File: config.mk
export PLATFORM = sky130hd
export DESIGN_NAME = product_accumulator
export DESIGN_NICKNAME = d
export VERILOG_FILES = /design/src/rtl/product_acc_pkg.sv /design/src/rtl/product_accumulator_sat_adder.sv /design/src/rtl/product_accumulator.sv
export SDC_FILE = /design/constraint.sdc
export NUM_CORES = 1
export LEC_CHECK = 0
export CAP_MARGIN = 20
export CORE_MARGIN = 8
export CORE_UTILIZATION = 53
export DETAILED_ROUTE_END_ITERATION = 7
export PLACE_DENSITY = 0.8
export SLEW_MARGIN = 20
export SYNTH_ARGS = -nofsm -noshare
export SYNTH_HDL_FRONTEND = slang
export SYNTH_SLANG_ARGS = --single-unit
export TNS_END_PERCENT = 1
File: constraint.sdc
create_clock -name clk -period 2.6 [get_ports clk]
set_input_delay 0.26 -clock clk [delete_from_list [all_inputs] [get_ports clk]]
set_output_delay 0.26 -clock clk [all_outputs]
set_load 0.01 [all_outputs]
File: src/rtl/product_acc_pkg.sv
// Shared types and default sizing for the product accumulator slice.
// The optional saturating build is selected with the PRODUCT_ACC_SAT_EN macro.
package product_acc_pkg;

    typedef enum logic {ACCUM, HOLD} acc_state_t;

    localparam int PA_WIDTH     = 8;
    localparam int PA_LEN       = 4;
    localparam int PA_ACC_WIDTH = 18;

endpackage

File: src/rtl/product_accumulator_sat_adder.sv
// ACC_WIDTH-wide adder that reports carry-out.
// With PRODUCT_ACC_SAT_EN defined the sum clamps to all ones on carry, otherwise it wraps.
module sat_adder
    import product_acc_pkg::*;
#(
    parameter int ACC_WIDTH = PA_ACC_WIDTH
) (
    input  logic [ACC_WIDTH-1:0] a_i,
    input  logic [ACC_WIDTH-1:0] b_i,
    output logic [ACC_WIDTH-1:0] sum_o,
    output logic                 carry_o
);

    logic [ACC_WIDTH:0] rawSum;

    assign rawSum  = {1'b0, a_i} + {1'b0, b_i};
    assign carry_o = rawSum[ACC_WIDTH];

`ifdef PRODUCT_ACC_SAT_EN
    // A clamped accumulator re-carries on any further non-zero add, so it stays clamped.
    assign sum_o = carry_o ? {ACC_WIDTH{1'b1}} : rawSum[ACC_WIDTH-1:0];
`else
    assign sum_o = rawSum[ACC_WIDTH-1:0];
`endif

endmodule

File: src/rtl/product_accumulator.sv
// Sums groups of LEN products and presents each group sum on a valid/ready port.
// Saturating vs wrapping accumulation is chosen by PRODUCT_ACC_SAT_EN (see sat_adder).
module product_accumulator
    import product_acc_pkg::*;
#(
    parameter int WIDTH     = PA_WIDTH,
    parameter int LEN       = PA_LEN,
    parameter int ACC_WIDTH = PA_ACC_WIDTH
) (
    input  logic                 clk,
    input  logic                 rst_n,
    input  logic                 clear,
    input  logic                 in_valid,
    output logic                 in_ready,
    input  logic [2*WIDTH-1:0]   in_product,
    output logic                 out_valid,
    input  logic                 out_ready,
    output logic [ACC_WIDTH-1:0] out_sum,
    output logic                 out_overflow
);

    localparam int CNT_W = (LEN > 1) ? $clog2(LEN) : 1;
    localparam logic [CNT_W-1:0] LAST_CNT = CNT_W'(LEN - 1);

    acc_state_t           state_q, state_d;
    logic [ACC_WIDTH-1:0] acc_q, acc_d;
    logic [CNT_W-1:0]     cnt_q, cnt_d;
    logic                 ovf_q, ovf_d;
    logic                 outValid_q, outValid_d;
    logic [ACC_WIDTH-1:0] outSum_q, outSum_d;
    logic                 outOvf_q, outOvf_d;

    logic [ACC_WIDTH-1:0] prodExt;
    logic [ACC_WIDTH-1:0] addSum;
    logic                 addCarry;

    assign prodExt = ACC_WIDTH'(in_product);

    sat_adder #(
        .ACC_WIDTH(ACC_WIDTH)
    ) u_adder (
        .a_i    (acc_q),
        .b_i    (prodExt),
        .sum_o  (addSum),
        .carry_o(addCarry)
    );

    // Ready depends only on state so out_ready never reaches in_ready combinationally.
    assign in_ready     = (state_q == ACCUM);
    assign out_valid    = outValid_q;
    assign out_sum      = outSum_q;
    assign out_overflow = outOvf_q;

    always_comb begin
        state_d    = state_q;
        acc_d      = acc_q;
        cnt_d      = cnt_q;
        ovf_d      = ovf_q;
        outValid_d = outValid_q;
        outSum_d   = outSum_q;
        outOvf_d   = outOvf_q;
        if (clear) begin
            state_d    = ACCUM;
            acc_d      = '0;
            cnt_d      = '0;
            ovf_d      = 1'b0;
            outValid_d = 1'b0;
            outSum_d   = '0;
            outOvf_d   = 1'b0;
        end else begin
            case (state_q)
                ACCUM: begin
                    if (in_valid) begin
                        if (cnt_q == LAST_CNT) begin
                            outSum_d   = addSum;
                            outOvf_d   = ovf_q | addCarry;
                            outValid_d = 1'b1;
                            acc_d      = '0;
                            cnt_d      = '0;
                            ovf_d      = 1'b0;
                            state_d    = HOLD;
                        end else begin
                            acc_d = addSum;
                            cnt_d = cnt_q + 1'b1;
                            ovf_d = ovf_q | addCarry;
                        end
                    end
                end
                HOLD: begin
                    if (out_ready) begin
                        outValid_d = 1'b0;
                        state_d    = ACCUM;
                    end
                end
                default: state_d = ACCUM;
            endcase
        end
    end

    always_ff @(posedge clk or negedge rst_n) begin
        if (!rst_n) begin
            state_q    <= ACCUM;
            acc_q      <= '0;
            cnt_q      <= '0;
            ovf_q      <= 1'b0;
            outValid_q <= 1'b0;
            outSum_q   <= '0;
            outOvf_q   <= 1'b0;
        end else begin
            state_q    <= state_d;
            acc_q      <= acc_d;
            cnt_q      <= cnt_d;
            ovf_q      <= ovf_d;
            outValid_q <= outValid_d;
            outSum_q   <= outSum_d;
            outOvf_q   <= outOvf_d;
        end
    end

endmodule
==> summary.txt <==
Routing
  – Vias: 2079
  – Final WL: roughly 5700 µm
  – Antenna Violating Nets Remaining: 0
  – DRC: 0
  – DRT Pass-1 Iters: 4
  – DRT iter0 DRCs: approximately 140
  – Via-per-instance ratio: 5.94
  – Drt wl/cell: between 15 and 20 µm

CTS
  – Clock Tree Buf Depth: 2
  – Clk Latency, worst-skew pair: roughly 300 ps
  – Number of hold buffers added after cts: 0
  – Clock Sinks: 42
  – Post-CTS setup buffers: 0
  – Clk slew on worst S/H paths: 80 ps
  – CTS H-tree lvls: 2
  – CTS tree: built
  – Clock root buffer: clkbuf_8
  – TritonCTS buffer count: 5

Final layout
  – Total Nets Final: between 300 and 400
  – Layout cells sized above 1: 9.46%
  – Fillers: 370
  – N_diodes: 0
  – Area Overhead vs Synth: 24.4%
  – Final core utilization: between 60% and 70%

Timing
  – Final WS setup: roughly 220 ps
  – Tcrit/Tclk final: roughly nine tenths
  – Finish-stage setup viols: 0
  – Post-layout min period: 2380 ps
  – Worst slew pin tran: about 920 ps
  – Final Max Slew Viols: 0
  – RSZ-0062 raised after global routing: no
  – Final Skew: 10.5 ps
  – Final Hold Vio Count: 0
  – Worst slew margin: between 30% and 40%
  – Max Freq: 420 MHz

Floorplan
  – Initial Utilization: 53.8%
  – Die ar.: roughly 7100 µm²
  – Area of the core: around 4600 µm²
  – Num rows: 25
  – DIE WIDTH: 84.3 µm
  – # IOs: 42
  – Die Y: between 80 and 90 µm

Synth
  – Commonest cells post-synth: 42 x dfrtp_1, 24 x a22o_1, 23 x nand2_1, 17 x ha_1, 16 x a21oi_1
  – Number of synthesized flops with an enable pin: 0
  – Ys async rst share: 100%
  – Most used DFF post-synth: dfrtp_1
  – Avg Synthesized Cell Area: between 9 and 10 µm²
  – Top cells by area, synth: dfrtp_1 43%, ha_1 8.6%, a22o_1 8.5%
  – Post-synth top area share: a little over two fifths
  – Top-count cell post-synth: dfrtp_1
  – Count of different cell masters after synthesis: 42
  – Sequential share of the synthesized area: 42.5%
  – Synthesized Nets: ~290
  – Mapped Cells: 248
  – Synthesis warning total: 0
  – #FFs+latches synth: 42
  – Post-synth top area cell: dfrtp_1
  – Syn Std Cell Area: 2470 µm²

Global routing
  – GR Layer Usage met1: a little over a fifth
  – First-pass GRT wire length: 9940 µm
  – Gr busiest metal: met2
  – GRT overflow: 0
  – Vias in the first global route: between 2000 and 2500
  – Antenna violations before repair: 0
  – GRT Total Usage: 16.7%
  – Pin count of the biggest net entering global routing: 43
  – M3 GR Usage: under 10%
  – Grt met2 use: between 20% and 30%

Run
  – Max_cap viols: 0

Setup path
  – CP max FO: 3
  – CP arrival: 2570 ps
  – Crit Path Class: input port to flip-flop
  – R2R depth: 9
  – CP endpoint kind: flip-flop
  – FF-to-FF Start: acc_q[0]$_DFFE_PN0P_
  – WP data required: 2790 ps
  – RR Endpoint: acc_q[14]$_DFFE_PN0P_
  – Flop-to-flop setup slack: 270 ps
  – Critical Path Source Type: input port

Power
  – Clk pwr share: 24.8%
  – Gate power share: between 30% and 40%
  – Switching Fraction: ~33%
  – Net Sw Power: between 0.5 and 0.6 mW
  – Max VDD drop: roughly 0.33 mV
  – Reg power frac: 42.2%
  – Pint: about 1.2 mW
  – Leak pwr: 1.46 nW
  – Pwr/cell area: between 500 and 600 nW/µm²

Placed design
  – Pre-CTS setup slack: -140 ps
  – Gpl congestion: ~0.87
  – HPWL after DPL: 4270 µm
  – Buffers on Ports: 41

Worst hold path
  – HP Class: input port to asynchronous set/reset pin

Status
  – Outcome: completed
[worst max path at each step]
stage	start	endpoint	cells past startpoint
2_1_floorplan	acc_q[6]$_DFFE_PN0P_	out_sum[17]$_DFFE_PN0P_	7
3_3_place_gp	in_product[0]	out_sum[14]$_DFFE_PN0P_	10
3_5_place_dp	in_product[0]	acc_q[14]$_DFFE_PN0P_	10
4_1_cts	in_product[0]	acc_q[14]$_DFFE_PN0P_	10
5_1_grt	in_product[0]	out_sum[16]$_DFFE_PN0P_	10
6_report	in_product[0]	acc_q[14]$_DFFE_PN0P_	10
[layer usage]
| layer | part of all wire [%] | routed length, µm | vias to the layer above |
|---|---|---|---|
| li1 | - | - | 1013 |
| met1 | 48 | 2740 | 1022 |
| met2 | 47 | 2690 | 37 |
| met3 | 3.7 | 209 | 7 |
| met4 | 1.3 | 76 | 0 |
| met5 | 0 | 0 | - |
[stage by stage]
| step | instance area (µm²) | cells | hold WS [ps] | power (mW) | setup TNS [ps] |
|---|---|---|---|---|---|
| 2_1_floorplan | 2470 | 248 | -35.6 | 1.16 | 0 |
| 4_1_cts | 3070 | 350 | 124 | 1.76 | 0 |
| 5_1_grt | 3080 | 350 | 196 | 1.86 | 0 |
| 3_3_place_gp | 2980 | 342 | 446 | 1.31 | -76.7 |
| 3_5_place_dp | 2980 | 342 | 448 | 1.33 | -388 |
| 6_report | 3080 | 350 | 90.4 | 1.75 | 0 |
[sequential cells by signal (all words and copies together) (netlist names)]
| signal | count |
|---|---|
| acc_q | 18 |
| out_sum | 18 |
| cnt_q | 2 |
| out_overflow | 1 |
| out_valid | 1 |
| ovf_q | 1 |
| state_q | 1 |
[power groups by stage]
stage	clock (mW)	sequential (mW)	combinational [mW]
3_3_place_gp	0	0.750	0.560
5_1_grt	0.464	0.746	0.647
2_1_floorplan	0	0.741	0.415
3_5_place_dp	0	0.752	0.574
4_1_cts	0.441	0.740	0.576
6_report	0.434	0.739	0.577
[placed cells by master, fill, tap and decap left out, types with 2 or more instances in the layout]
cell | Yosys | final
dfrtp_1 | 42 | 42
clkdlybuf4s50_1 | 0 | 40
a22o_1 | 24 | 24
nand2_1 | 23 | 23
ha_1 | 17 | 17
a21oi_1 | 16 | 15
buf_4 | 0 | 11
nor2_1 | 10 | 10
a21o_1 | 10 | 10
nand4_1 | 10 | 10
xnor2_1 | 9 | 9
o21ai_0 | 8 | 8
inv_1 | 7 | 7
or3_1 | 7 | 7
clkbuf_8 | 0 | 6
nand2b_1 | 4 | 4
o21ai_1 | 4 | 4
a32o_1 | 4 | 4
xor2_1 | 4 | 4
nand3_1 | 4 | 4
o211ai_1 | 3 | 3
a21oi_2 | 2 | 3
nor2b_1 | 3 | 3
a31oi_1 | 3 | 3
o21ai_2 | 2 | 2
o211a_1 | 2 | 2
nand3b_1 | 2 | 2
[final cells by class]
type / instances / area (µm²) / area share, %
Clock inverter: 1 / 5.00 / 0.163
Sequential cell: 42 / 1050 / 34.2
Clock buffer: 7 / 86.3 / 2.81
Timing Repair Buffer: 52 / 488 / 15.9
Tap cell: 54 / 67.6 / 2.20
Inverter: 7 / 26.3 / 0.854
Multi-Input combinational cell: 187 / 1350 / 44.0
[kinds of logic after synthesis]
| family | after synthesis | share of synthesized area, % |
|---|---|---|
| compound gates | 86 | 25.7 |
| flops | 42 | 42.5 |
| simple gates | 70 | 14.8 |
| buf+inv | 19 | 2.94 |
| xor+xnor | 13 | 4.61 |
| fa+ha+maj | 18 | 9.41 |
[repair_timing]
| item | in CTS | in global routing |
|---|---|---|
| setup endpoints to repair | 0 | 3 |
| hold endpoints to repair | 0 | 0 |
| gates resized for setup | 0 | 1 |
[critical path, cell delays in order]
cell	delay, ps
clkdlybuf4s50_1	460
ha_1	160
inv_1	60
fa_1	400
nand2b_1	200
a21oi_2	180
o21bai_1	160
a21oi_1	240
o21ai_0	170
a32o_1	280
(Power assumes the default switching activity.)
==> RTL edit 1 (config.mk and constraints unchanged) <==
The option `PRODUCT_ACC_SAT_EN` is turned on by a define.
--- a/src/rtl/product_accumulator_sat_adder.sv
+++ b/src/rtl/product_accumulator_sat_adder.sv
@@ -2,2 +2,4 @@
 // With PRODUCT_ACC_SAT_EN defined the sum clamps to all ones on carry, otherwise it wraps.
+`define PRODUCT_ACC_SAT_EN
+
 module sat_adder
Function: same outputs for any inputs over 4 cycles, from zero or initial values and one cycle with rst_n low; that may be too few to reach the edited logic, so the function may still have changed.
==> RTL edit 1 against the unedited design <==
Design area increased by 7.7%. Routed wire length increased by 19%. Die area increased by 4.3%. Sequential cell count unchanged. Power increased by 5.3%. Clock power increased by 17%. Sequential share of layout area decreased by 2.4 points. First-iteration DRC count increased by 3.6%. Worst setup slack got worse by 0.086 ns. Synthesized area increased by 5.3%. Core utilization increased by 3.2 points. Critical path type is now flip-flop to flip-flop. Largest power group unchanged. Highest routed layer unchanged.
==> RTL edit 1: results (changes against the unedited design) <==
** Outcome
- The run finished with clean final reports.

** Synthesis
- Async set-or-reset flop fraction in the synthesized netlist :: 100% (unchanged)
- Xor/xnor cell area share of the yosys netlist :: 2.69% (-1.9 points)
- The fraction of the mapped netlist area in adder cells is 8.94% (-0.47 points).
- In the synthesized netlist, the cells that appear most often are nand2_1 (52), dfrtp_1 (42), o21ai_0 (36).
- Compound-cell area share of the yosys netlist :: 21.8% (-3.9 points)
- The total number of yosys warnings came to 0 (unchanged).
- By area the synthesized netlist is led by dfrtp_1 (40%), ha_1 (8.2%), nand2_1 (7.5%).
- Synthesized net count :: 336 (+17%)
- The proportion of synthesized area in mux cells came to 0.385% (+0.38 points).
- Synth cell types :: 44 (+4.8%)
- Proportion of synthesized chip area in sequential cells :: 40.4% (-2.1 points)

** Global routing
- The total global routing track utilization is 19.0% (+2.3 points).
- The initial antenna violation count was 0 (unchanged).
- The number of global-route vias before repair is 2513 (+14%).
- Global-route wire length before repair :: 11.4 mm (+15%)
- The maximum number of pins on one net before global-route repair came to 43 (unchanged).

** Critical path
- In this run the critical register-to-register path is captured at acc_q[14]$_DFFE_PN0P_.
- Origin of the critical flop-to-flop path :: acc_q[0]$_DFFE_PN0P_
- Number of cells on the worst reg-to-reg path :: 9 (unchanged)
- CP Max Fanout :: 10 (+7)
- Register-to-register path setup slack :: 0.13 ns (-0.14 ns)
- The data arrival time of the worst path is 2.64 ns (+0.07 ns).

** Timing
- The relative slew slack is 38.6% (+0.19 points).
- Setup skew after layout :: 0.00701 ns (-0.00346 ns)

** Place
- Hpwl dp :: 5.15 mm (+21%)
- Port Buffers :: 41 (unchanged)
- Weighted congestion at the end of routability-driven global placement :: 0.896 (+3.4%)

** Route
- Routed via count divided by cell count :: 5.80 (-2.3%)
- Count of TritonRoute iterations in the first routing pass :: 6 (+2)
- The average detailed-routed wire length per instance came to 16.1 um (-1.3%).
- The number of DRC markers in iteration 0 came to 142 (+3.6%).

** Pwr
- Max IR drop VDD :: 0.279 mV (-16%)
- Switching part of the total power :: 32.3% (-0.40 points)
- Cell leakage power :: 0.00151 uW (+3.8%)

** Final layout
- Number of nets in the final layout :: 393 (+18%)
- The number of diodes came to 0 (unchanged).
- The count of fill cells added during filler insertion came to 392 (+5.9%).
- The proportion of layout cells with a drive suffix above 1 is 11.0% (+1.5 points).

** Worst hold path
- Worst min-delay path class :: input port to async pin

** Run
- The number of max-capacitance violations reported is 0 (unchanged).

** CTS
- CTS Buf Count :: 5 (unchanged)
- The H-tree depth reported by CTS is 2 (unchanged).
- Clock transition time at the flip-flop clock pins of the worst setup and hold paths :: 0.08 ns (about the same)
- CTS placed an instance of clkbuf_8 at the clock tree root.
- Max clock buf depth :: 2 (unchanged)
- The number of buffers added for setup after CTS was 0 (unchanged).
- The clock reaches the later pin of the worst-skew pair after roughly 0.29 ns.
## RTL edit 1: worst max-delay path by stage
| stage | start | to | slack [ns] | cells after the start |
|---|---|---|---|---|
| 6_report | acc_q[0]$_DFFE_PN0P_ | acc_q[14]$_DFFE_PN0P_ | 0.13 | 9 |
| 5_1_grt | acc_q[0]$_DFFE_PN0P_ | acc_q[7]$_DFFE_PN0P_ | -0.04 | 9 |
| 4_1_cts | acc_q[0]$_DFFE_PN0P_ | out_sum[12]$_DFFE_PN0P_ | 0.11 | 9 |
| 3_5_place_dp | in_product[0] | out_sum[12]$_DFFE_PN0P_ | -0.18 | 10 |
| 3_3_place_gp | in_product[0] | acc_q[9]$_DFFE_PN0P_ | -0.14 | 10 |
| 2_1_floorplan | acc_q[0]$_DFFE_PN0P_ | acc_q[14]$_DFFE_PN0P_ | 0.13 | 10 |
## RTL edit 1: metrics by stage
stage,instances,util [%],instance area [um2],setup slack [ns],hold WS (ns)
after floorplan,297,-,2600,0.129,-0.0356
after global placement,414,67.6,3190,-0.138,0.448
after detailed placement,414,67.6,3190,-0.181,0.453
after CTS,422,69.9,3300,0.108,0.138
after global routing,422,70.1,3310,-0.0389,0.176
final,422,70.1,3310,0.135,0.100
## RTL edit 1: repair_timing
item                                    4_1_cts  5_1_grt
hold buffers                                  0        0
gates resized for setup                       0        3
hold endpoints to repair                      0        0
endpoints found under the setup margin        0       15
## RTL edit 1: final cells by class
cell class	count	area share (%)
clock buffer	6	2.19
clock inverter	2	1.13
inverter	3	0.340
multi-input combinational	238	44.6
sequential	42	31.7
tap	67	2.53
timing repair buffer	64	17.4
## RTL edit 1: cells by family after synthesis
logic type	after synthesis
mux	1
simple gates	123
fa+ha+maj	18
compound gates	88
buf+inv	17
xor+xnor	8
flops	42
## RTL edit 1: routing by layer
layer	track usage [%]	wire (um)	part of all wire [%]	vias to the layer above
met5	0	0	0	-
met2	33.2	3440	51	85
met1	22.3	2800	41	1173
met3	3.92	480	7.1	8
li1	-	-	-	1183
met4	7.01	81	1.2	0
## RTL edit 1: critical path, cell delays in order (launching register included)
cell	delay (ns)
dfrtp_1	0.39
ha_1	0.21
fa_1	0.39
a21o_1	0.21
a221oi_4	0.27
nor3_2	0.10
o311a_1	0.31
buf_4	0.18
a22oi_2	0.19
nand3_1	0.09
## RTL edit 1: power groups by stage
stage	combinational [uW]	sequential, uW	clock [uW]
after global placement	586	738	0
after floorplan	386	732	0
after CTS	601	726	512
after global routing	674	731	539
after detailed placement	596	739	0
final	612	726	506
==> RTL edit 2 (same flow settings) <==
Without the edit above. `outSum_q` no longer has a reset.
--- a/src/rtl/product_accumulator.sv
+++ b/src/rtl/product_accumulator.sv
@@ -106,3 +106,2 @@
             outValid_q <= 1'b0;
-            outSum_q   <= '0;
             outOvf_q   <= 1'b0;
@@ -114,3 +113,2 @@
             outValid_q <= outValid_d;
-            outSum_q   <= outSum_d;
             outOvf_q   <= outOvf_d;
@@ -119,2 +117,6 @@
 
+    always_ff @(posedge clk) begin
+        outSum_q <= outSum_d;
+    end
+
 endmodule
Function: changed (a bounded check fails within 10 cycles, from zero or initial values and one cycle with rst_n low; the reset may be asserted at any time).
==> RTL edit 2 against the unedited design <==
Count of clock-buffer cells in the layout increased by 1. Design area is 4.2% lower. Worst setup slack lost 0.035 ns. Routed wire length grew 0.75%. Synthesized area is 4.6% lower. Sequential cell count stayed put. Critical path type is now flip-flop to flip-flop. Critical endpoint unchanged. Highest routed layer unchanged.
Power is not compared: it rests on default switching activity, and its combinational part moved more than twofold at a synthesized area within 25%.
==> RTL edit 2: results (changes against the unedited design) <==
** Outcome
- Status :: completed

** Global routing
- Global-route wire length before repair :: 9.77 mm (-1.7%)
- The initial antenna violation count was 0 (unchanged).
- The total global routing track utilization came to 18.3% (+1.6 points).
- The maximum number of pins on one net before global-route repair was 25 (-42%).
- Vias in the first global route :: 2092 (-4.7%)

** Critical path
- The depth of the worst register-to-register path was 8 (-1).
- The largest individual stage delay along the critical path comes from the cell fa_1.
- Register-to-register path setup slack :: 0.19 ns (-0.08 ns)
- Stage delay of the slowest cell on the critical path :: 0.41 ns (-0.05 ns)
- Endpoint of the most critical register-to-register path :: acc_q[14]$_DFFE_PN0P_
- In this run the worst setup path begins at acc_q[0]$_DFFE_PN0P_.
- The data arrival time of the worst path was 2.62 ns (+0.05 ns).
- The worst-path maximum fanout was 3 (unchanged).

** Pwr
- IR analysis of the VDD net gives a maximum drop of 0.439 mV.
- Cell leakage power :: roughly 0.0013 uW

** Synthesis
- The total number of yosys warnings is 0 (unchanged).
- Synth cell types :: 47 (+12%)
- Leading cell types by count after synthesis :: a22o_1 (28), nand2_1 (26), dfrtp_1 (24)
- Async set-or-reset flop fraction in the synthesized netlist :: 57.1% (-43 points)
- Synthesized net count :: 285 (-0.70%)
- The share of synthesized area occupied by flip-flops and latches was 40.7% (-1.8 points).
- Main synth FF type :: dfrtp_1
- Sorting the synthesized cells by area gives the leading types as dfrtp_1 (25%), dfxtp_1 (15%), a22o_1 (10%).
- Number of synthesized register bits :: 42 (unchanged)
- Avg Synthesized Cell Area :: 9.59 um2 (-3.8%)

** Place
- Hpwl dp :: 4.21 mm (-1.5%)
- The port buffer count was 41 (unchanged).
- Weighted congestion at the end of routability-driven global placement :: 0.944 (+8.9%)

** Final layout
- The post-layout instance count excluding filler cells came to 344 (-1.7%).
- The number of nets at the end of the flow is 330 (-1.2%).
- The proportion of layout cells with a drive suffix above 1 came to 7.19% (-2.3 points).
- The count of fill cells added during filler insertion is 352 (-4.9%).
- Diodes inserted :: 0 (unchanged)

** Route
- Count of TritonRoute iterations in the first routing pass :: 5 (+1)
- The number of DRC markers in iteration 0 is 101 (-26%).
- Avg WL per Cell :: 16.7 um (+2.5%)
- The average via count per standard cell came to 6.03 (+1.5%).

** Worst hold path
- Worst min-delay path class :: input port to async pin

** CTS
- CTS placed an instance of clkbuf_8 at the clock tree root.
- The number of buffers between clock root and the deepest sink is 2 (unchanged).
- The number of gates resized after cts came to 0 (unchanged).
- The number of buffers created by CTS came to 5 (unchanged).
- Htree depth :: 2 (unchanged)
- The latest clock arrival within the worst-skew pair is 0.30 ns (about the same).
- The clock-pin slew reported for the worst setup and hold paths after clock tree synthesis was 0.08 ns (about the same).

** Run
- The number of max-capacitance violations reported came to 0 (unchanged).

** Timing
- Setup skew after layout :: 0.0101 ns (-0.000417 ns)
- Transition at the pin with the smallest max-transition slack :: 0.372 ns (-0.552 ns)
-- RTL edit 2: cell types whose count changed after synthesis, moves of 5 or more --
cell | unedited run | this run
nor2_1 | 10 | 15
inv_1 | 7 | 2
a21o_1 | 10 | 4
nand4_1 | 10 | 2
dfxtp_1 | 0 | 18
or3_1 | 7 | 1
dfrtp_1 | 42 | 24
o21ai_0 | 8 | 15
-- RTL edit 2: report_power, final --
part / leakage [uW] / internal [uW] / switching, uW
Clock: 0.0000395 / 191 / 218
Sequential: 0.000462 / 770 / 92.6
Combinational: 0.000760 / 550 / 729
Total: 0.00126 / 1510 / 1040
-- RTL edit 2: worst max-delay path by stage --
stage	cells past startpoint	slack [ns]	endpoint
after global routing	8	0.02	acc_q[14]$_DFFE_PN0P_
after CTS	8	0.15	acc_q[14]$_DFFE_PN0P_
after floorplan	8	0.37	out_sum[10]$_SDFFE_PP0P_
after detailed placement	9	-0.14	acc_q[14]$_DFFE_PN0P_
final	8	0.19	acc_q[14]$_DFFE_PN0P_
after global placement	9	-0.11	acc_q[14]$_DFFE_PN0P_
-- RTL edit 2: per-stage QoR --
stage / hold WS, ns / instance area (um2) / worst slack, ns
CTS: 0.332 / 2940 / 0.153
global placement: 0.437 / 2860 / -0.112
detailed placement: 0.450 / 2860 / -0.138
global route: 0.355 / 2950 / 0.0165
floorplan: -0.0356 / 2360 / 0.368
finish: 0.330 / 2950 / 0.185
-- RTL edit 2: logic make-up after synthesis --
group	after synthesis	synth area share, %
buf+inv	14	2.33
flops	42	40.7
compound gates	89	28.0
fa+ha+maj	18	9.86
simple gates	70	14.2
xor+xnor	13	4.83
-- RTL edit 2: layer usage --
metal	part of all wire [%]	track usage (%)	vias up
met4	1.3	7.41	0
li1	-	-	1011
met5	0	0	-
met2	47	29.1	70
met1	45	23.4	984
met3	6.6	4.11	8
-- RTL edit 2: area by class of cell --
type	instances	area share (%)
Multi-Input combinational cell	190	46.0
Timing Repair Buffer	50	16.2
Clock buffer	8	2.72
Tap cell	52	2.21
Sequential cell	42	32.6
Inverter	2	0.255
